==> src/rtl/ureg_pkg.sv <==
// Shared definitions for the universal parallel register.
// Mode codes and the mode type are used by the top level, the next-value logic
// and anything that drives the register.
package ureg_pkg;

    typedef logic [2:0] ureg_mode_t;

    localparam ureg_mode_t MODE_HOLD = 3'b000;
    localparam ureg_mode_t MODE_LOAD = 3'b001;
    localparam ureg_mode_t MODE_SHL  = 3'b010;
    localparam ureg_mode_t MODE_SHR  = 3'b011;
    localparam ureg_mode_t MODE_ROL  = 3'b100;
    localparam ureg_mode_t MODE_ROR  = 3'b101;
    localparam ureg_mode_t MODE_INC  = 3'b110;
    localparam ureg_mode_t MODE_DEC  = 3'b111;

endpackage

==> src/rtl/ureg_next_value.sv <==
// Combinational next-state logic of the universal parallel register.
// Maps the current word and carry, the mode and the data inputs onto the value
// the register takes when the operation is enabled.
// Build option: define UREG_COUNT_EN to build the INC/DEC adder; without it the
// two counting modes behave as HOLD.
module ureg_next_value
    import ureg_pkg::*;
#(
    parameter int WIDTH = 8
) (
    input  logic [WIDTH-1:0] cur_out,
    input  logic             cur_carry,
    input  ureg_mode_t       mode,
    input  logic [WIDTH-1:0] load_val,
    input  logic             serial_in,
    output logic [WIDTH-1:0] next_out,
    output logic             next_carry
);

    // Select the operation result; unlisted modes leave word and carry alone.
    always_comb begin
        next_out   = cur_out;
        next_carry = cur_carry;
        case (mode)
            MODE_LOAD: begin
                next_out   = load_val;
                next_carry = 1'b0;
            end
            MODE_SHL: begin
                next_out   = {cur_out[WIDTH-2:0], serial_in};
                next_carry = cur_out[WIDTH-1];
            end
            MODE_SHR: begin
                next_out   = {serial_in, cur_out[WIDTH-1:1]};
                next_carry = cur_out[0];
            end
            MODE_ROL: begin
                next_out   = {cur_out[WIDTH-2:0], cur_out[WIDTH-1]};
                next_carry = cur_out[WIDTH-1];
            end
            MODE_ROR: begin
                next_out   = {cur_out[0], cur_out[WIDTH-1:1]};
                next_carry = cur_out[0];
            end
`ifdef UREG_COUNT_EN
            // One bit wider than the word so the top bit is carry-out or borrow.
            MODE_INC: begin
                {next_carry, next_out} = {1'b0, cur_out} + (WIDTH+1)'(1);
            end
            MODE_DEC: begin
                {next_carry, next_out} = {1'b0, cur_out} - (WIDTH+1)'(1);
            end
`endif
            default: begin
            end
        endcase
    end

endmodule

==> src/rtl/universal_parallel_register.sv <==
// Universal parallel register: hold, load, shift, rotate and (optionally)
// count a WIDTH-bit word, with a registered carry flag and a zero flag.
// Build option: define UREG_COUNT_EN to enable the INC/DEC modes.
module universal_parallel_register
    import ureg_pkg::*;
#(
    parameter int               WIDTH        = 8,
    parameter logic [WIDTH-1:0] PRESET_VALUE = {WIDTH{1'b1}}
) (
    input  logic             clk,
    input  logic             clear,
    input  logic             preset,
    input  logic             enable,
    input  logic [2:0]       mode,
    input  logic [WIDTH-1:0] in,
    input  logic             serial_in,
    output logic [WIDTH-1:0] out,
    output logic             carry,
    output logic             zero
);

    logic [WIDTH-1:0] out_q, out_d;
    logic             carry_q, carry_d;
    logic [WIDTH-1:0] op_out;
    logic             op_carry;

    ureg_next_value #(
        .WIDTH (WIDTH)
    ) u_next (
        .cur_out    (out_q),
        .cur_carry  (carry_q),
        .mode       (ureg_mode_t'(mode)),
        .load_val   (in),
        .serial_in  (serial_in),
        .next_out   (op_out),
        .next_carry (op_carry)
    );

    // Preset beats the enabled operation; otherwise the register holds.
    always_comb begin
        out_d   = out_q;
        carry_d = carry_q;
        if (preset) begin
            out_d   = PRESET_VALUE;
            carry_d = 1'b0;
        end else if (enable) begin
            out_d   = op_out;
            carry_d = op_carry;
        end
    end

    // State register; clear overrides everything else at the edge.
    always_ff @(posedge clk) begin
        if (clear) begin
            out_q   <= '0;
            carry_q <= 1'b0;
        end else begin
            out_q   <= out_d;
            carry_q <= carry_d;
        end
    end

    assign out   = out_q;
    assign carry = carry_q;
    assign zero  = (out_q == '0);

endmodule

==> config.mk <==
export PLATFORM = sky130hd
export DESIGN_NAME = universal_parallel_register
export DESIGN_NICKNAME = d
export VERILOG_FILES = /design/src/rtl/ureg_pkg.sv /design/src/rtl/ureg_next_value.sv /design/src/rtl/universal_parallel_register.sv
export SDC_FILE = /design/constraint.sdc
export NUM_CORES = 1
export LEC_CHECK = 0
export ABC_AREA = 1
export BUFFER_PORTS_ARGS = -buffer_cell sky130_fd_sc_hd__buf_2
export CORE_ASPECT_RATIO = 0.9
export CORE_MARGIN = 5
export CORE_UTILIZATION = 36
export CTS_BUF_LIST = sky130_fd_sc_hd__clkbuf_8
export DETAILED_ROUTE_END_ITERATION = 7
export SLEW_MARGIN = 20
export SYNTH_ARGS = -nofsm -noshare
export SYNTH_HDL_FRONTEND = slang
export SYNTH_HIERARCHICAL = 1
export SYNTH_SLANG_ARGS = --single-unit
==> constraint.sdc <==
create_clock -name clk -period 3.3 [get_ports clk]
set_clock_uncertainty 0.05 [all_clocks]
set_input_delay 0.495 -clock clk [delete_from_list [all_inputs] [get_ports clk]]
set_output_delay 0.495 -clock clk [all_outputs]
set_load 0.005 [all_outputs]
# Word-level counts from Yosys, hierarchy flattened
# Cells that the tools add are included.
[totals] latch_bits=0 mem_bits_ro=0 ram_bits=0 mem_count=0 in_bits=16 reg_bits=9 output_inout_bits=10
[classes] addsub=0 muxes=4 shift=0 n_eq_ne=5 div_mod_pow=0 n_lt_le_gt_ge=0 mul=0 reduce_logical=9 n_bitwise=0
[ops] operator="case mux 8 bit (5 select lines)" n=1
[ops] operator="2-to-1 mux 8 bit" n=2
[ops] operator="logical NOT 8 bit" n=1
[ops] operator="== test 3 x 2 -> 1 bit, second input constant" n=2
[ops] operator="== test 3 bit, second input constant" n=2
[ops] operator="nonzero test 6 bit" n=1
[ops] operator="OR reduction 2 bit" n=3
[ops] operator="AND reduction 2 bit" n=2
[ops] operator="== test 3 x 1 -> 1 bit, second input constant" n=1
[ops] operator="case mux 1 bit (3 select lines)" n=1
[ops] operator="nonzero test 3 bit" n=1
[ops] operator="nonzero test 2 bit" n=1

# Depth between registers and ports, before layout
[logic_depth] ltp_word=4 depth_mapped=11 ltp_nobuf=10

# Cells and area by module
# Netlist, hierarchy kept.
[by_module_without_submodules] mod="ureg_next_value" cells_per_inst=100 area_per_inst_um2=576.8 n_inst=1
[by_module_without_submodules] mod="universal_parallel_register" cells_per_inst=57 area_per_inst_um2=391.6 n_inst=1

# Worst setup path after synthesis
# OpenSTA, ideal clock, no wires.
[synth_path] path_type="in2reg" from="input mode[2]" to="register out_q[2], in the netlist out[2]" required_ns=3.141 stages=10 arrival_time_ns=1.267 slack_ns=1.875 n_path_buf=2 path_cell_list="buf_6 buf_4 nand4_1 nand2_1 nor2_1 nand3_1 nand2_1 nand3_1 nand2_1 inv_1"
[synth_via] elab_chain_len=4 word_cells_on_any_way=10
[synth_rtl] element="from (decl)" line_no="universal_parallel_register.sv:14" text="input logic [2:0] mode,"
[synth_rtl] element="== test 3 bit, or another cell as far along" line_no="ureg_next_value.sv:24" text="case (mode)"
[synth_rtl] element="case mux 8 bit (5 select lines) *" line_no="ureg_next_value.sv:24"
[synth_rtl] element="via op_out[2]" line_no="universal_parallel_register.sv:24" text="logic [WIDTH-1:0] op_out;"
[synth_rtl] element="2-to-1 mux 8 bit *" line_no="universal_parallel_register.sv:46" text="end else if (enable) begin"
[synth_rtl] element="2-to-1 mux 8 bit *" line_no="universal_parallel_register.sv:43" text="if (preset) begin"
[synth_rtl] element="to (signal assigned)" line_no="universal_parallel_register.sv:58" text="out_q <= out_d;"
[synth_rtl] element="to (decl)" line_no="universal_parallel_register.sv:22" text="logic [WIDTH-1:0] out_q, out_d;"
# Mark *: on every way through the listed nets, which the timed path passes. The rest lies on a longest branch. The select of a mux whose other input is x is not followed.
# A chain may end at the register's enable or synchronous reset.

# Worst setup path in the final report
[layout_path] from="register out_q[1], in the netlist out[1]" to="output zero"
[layout_via] elab_chain_len=1
[layout_rtl] element="logical NOT 8 bit" line_no="universal_parallel_register.sv:65" text="assign zero = (out_q == '0);"
[layout_rtl] element="to (decl)" line_no="universal_parallel_register.sv:19" text="output logic zero"
# Every way passes these cells.

==> results.toml <==
[status]
status = "complete, no violations"

[floorplan]
dieHeight_um = 59.2
core_region_area_sq_mm = 0.00251
io_pins = 26
die_area_sq_mm = 0.00383
rows = 17
start_util = 0.386
die_w_um = 64.7

[yosys]
synth_seq_cells = 9
synth_seq_area_share = 0.186
netlist.area_leader.share = 0.213
syn_area_per_cell_sq_um = 6.17
netlist_area_sq_um = 968
synth_nets = 173
synth_area_leaders = "nand2_1 (21%), dfxtp_1 (19%), nand4_1 (14%), nand3_1 (12%), a21oi_1 (4.7%)"
synth_xor_area_frac = 0
synth_top_family_by_area = "simple AND/OR/NAND/NOR gates"
synth.largest_area_cell = "nand2_1"
synthesis.instances = 157
yosys_warnings = 6
synth_mux_area_frac = 0
synth_adder_area_share = 0
yosysUniqueCellTypes = 18
synth-compound-area-share = 0.0465
synthSimpleGateAreaFrac = 0.627

[cts]
cts_hold_buf = 0
cts_root_buf = "clkbuf_8"
clk_pin_slew_ns = 0.04
cts_buffers = 3
clock_path_buffers = 2
cts_num_sinks = 9
htree_levels = 1
clock_latency_ns = 0.23
cts_resized = 0
cts_tree = "done"
post_cts_buffers = 0

[timing]
worstMarginPinSlew_ns = 0.414
rsz0062_at_grt = "false"
finalHoldViolCount = 0
slew_viol_final = 0
setup-violations-final = 0
fin_crit_sh = 0.481
period_minus_slack_ns = 1.59
setup_ws_ns = 1.71
fin_hold_ws_ns = 0.429
max_freq_mhz = 630
setup_tns_ns = 0
max-slew-margin-rel = 0.724

[placement]
post-place-ws_ns = 1.54
dpl.cell_count = 202
io_buffer_count = 25
gp_congestion = 0.797
dp_hpwl_um = 1990

[route]
drtIter0Drc = 55
vias_per_cell = 5.27
ant_nets = 0
drc = 0
routed_wl_um = 2620
num_vias = 1086
wl_per_cell_um = 12.7
firstDrtPassIters = 4

[setup_path]
slowest_stage = "dfxtp_1"
reg2reg_setup_slack_ns = 2.10
crit_arrival_ns = 1.04
cp_cell_sequence = "nor2_1 -> nand2_1 -> nor2_1 -> buf_2"
slowest_delay_ns = 0.50
critical_path_class = "reg2out"
path_buf_inv = 1
endpoint_kind = "output pin"
path_max_fanout = 8
cp_top_family = "flip-flops"
start_kind = "register"
cp_common_cell = "nor2_1"
critPathRequiredTime_ns = 2.75

[worst_hold_path]
hold_path.class = "reg2reg"

[grt]
grt_first_pass_wirelength_um = 4510
grt_overflow = 0
antenna_found_initial = 0
grt_pass1_vias = 1028
grt_max_degree = 19
gr-usage-all-layers = 0.147

[layout]
fin_cells = 206
final_layout_size_suffix_gt1_frac = 0.230
final_nets = 195
num_antenna_cells = 0
final_util = 0.435
syn2layout_area_growth_pct = 12.7

[power_and_ir_drop]
combPwrFrac = 0.286
pwr-share-clk = 0.339
p_int_uw = 238
ir_drop_uv = 194
p_sw_uw = 124
power-per-cell-area_mw_per_mm2 = 332
seqPwrFrac = 0.376
p_leak_uw = 0.000567
swShare = 0.343

[run]
max-cap-violations = 0
[metrics by stage]
step                      cell area (sq um)  power [uW]
after floorplan                         968         214
after global placement                 1050         240
after detailed placement               1050         242
after CTS                              1090         366
after global routing                   1090         392
final                                  1090         363
[sequential cells by signal (all words and copies together) (netlist names)]
register	flops
out	8
carry	1
[cell usage after synthesis]
library cell and instances:
dfxtp_1 9, buf_4 3, nor2_4 3, nand4_1 22
buf_8 1, inv_2 2, nand2_2 1, inv_4 1
a21oi_1 9, nor2_1 12, nor2_8 1, inv_1 6
nand2_4 2, inv_6 2, nand2_8 1, nand3_1 23
buf_6 4, nand2_1 55
[worst register-to-register path, delay by kind of cell (launching register included)]
| kind | cells | cell delay (ns) |
|---|---|---|
| buffers and inverters | 1 | 0.04 |
| flip-flops | 1 | 0.50 |
| AND/OR/NAND/NOR | 7 | 0.56 |
[logic make-up (layout without fill, tap and decap cells)]
| logic type | after synthesis | after routing |
|---|---|---|
| and+or+nand+nor | 120 | 120 |
| buffers and inverters | 19 | 40 |
| AOI/OAI and AO/OA | 9 | 9 |
| DFF | 9 | 9 |
[power by group through the flow]
stage,combinational (uW),sequential (uW),clock (uW)
final,104,136,123
after global routing,119,139,134
after CTS,104,137,126
after detailed placement,104,138,0
after global placement,102,139,0
after floorplan,81.2,133,0
[worst paths after layout]
kind,startpoint,end,depth (start not counted)
hold / removal,carry$_SDFFE_PP0P_,carry$_SDFFE_PP0P_,2
setup / recovery,out[1]$_SDFFE_PP0P_,zero,4
hold reg to reg,carry$_SDFFE_PP0P_,carry$_SDFFE_PP0P_,2
setup reg to reg,out[0]$_SDFFE_PP0P_,out[7]$_SDFFE_PP0P_,8
[routing by layer]
metal  global-route usage  part of all wire  up-vias
li1                     -                 -      576
met1                0.192              0.49      459
met2                0.246              0.44       49
met3               0.0380             0.073        2
met4               0.0271            0.0031        0
met5                    0                 0        -
[cell usage in the layout, fill, tap and decap left out]
cell	netlist	final
inv_4	1	1
a21oi_1	9	9
nor2_8	1	1
nand3_1	23	23
nand2_1	55	55
clkbuf_8	0	3
inv_6	2	2
nand2_8	1	1
buf_2	0	25
nor2_4	3	3
nand2_4	2	2
inv_2	2	2
nor2_1	12	12
nand4_1	22	22
nand2_2	1	1
inv_1	6	7
dfxtp_1	9	9
[final cells by class]
| type | instances | area, sq um |
|---|---|---|
| fill | 277 | 1420 |
| multi-input combinational | 129 | 652 |
| sequential | 9 | 180 |
| timing repair buffer | 25 | 125 |
| inverter | 11 | 53.8 |
| clock buffer | 3 | 41.3 |
| tap | 28 | 35.0 |
| clock inverter | 1 | 3.75 |
No activity file was read; power rests on OpenSTA's default activity.
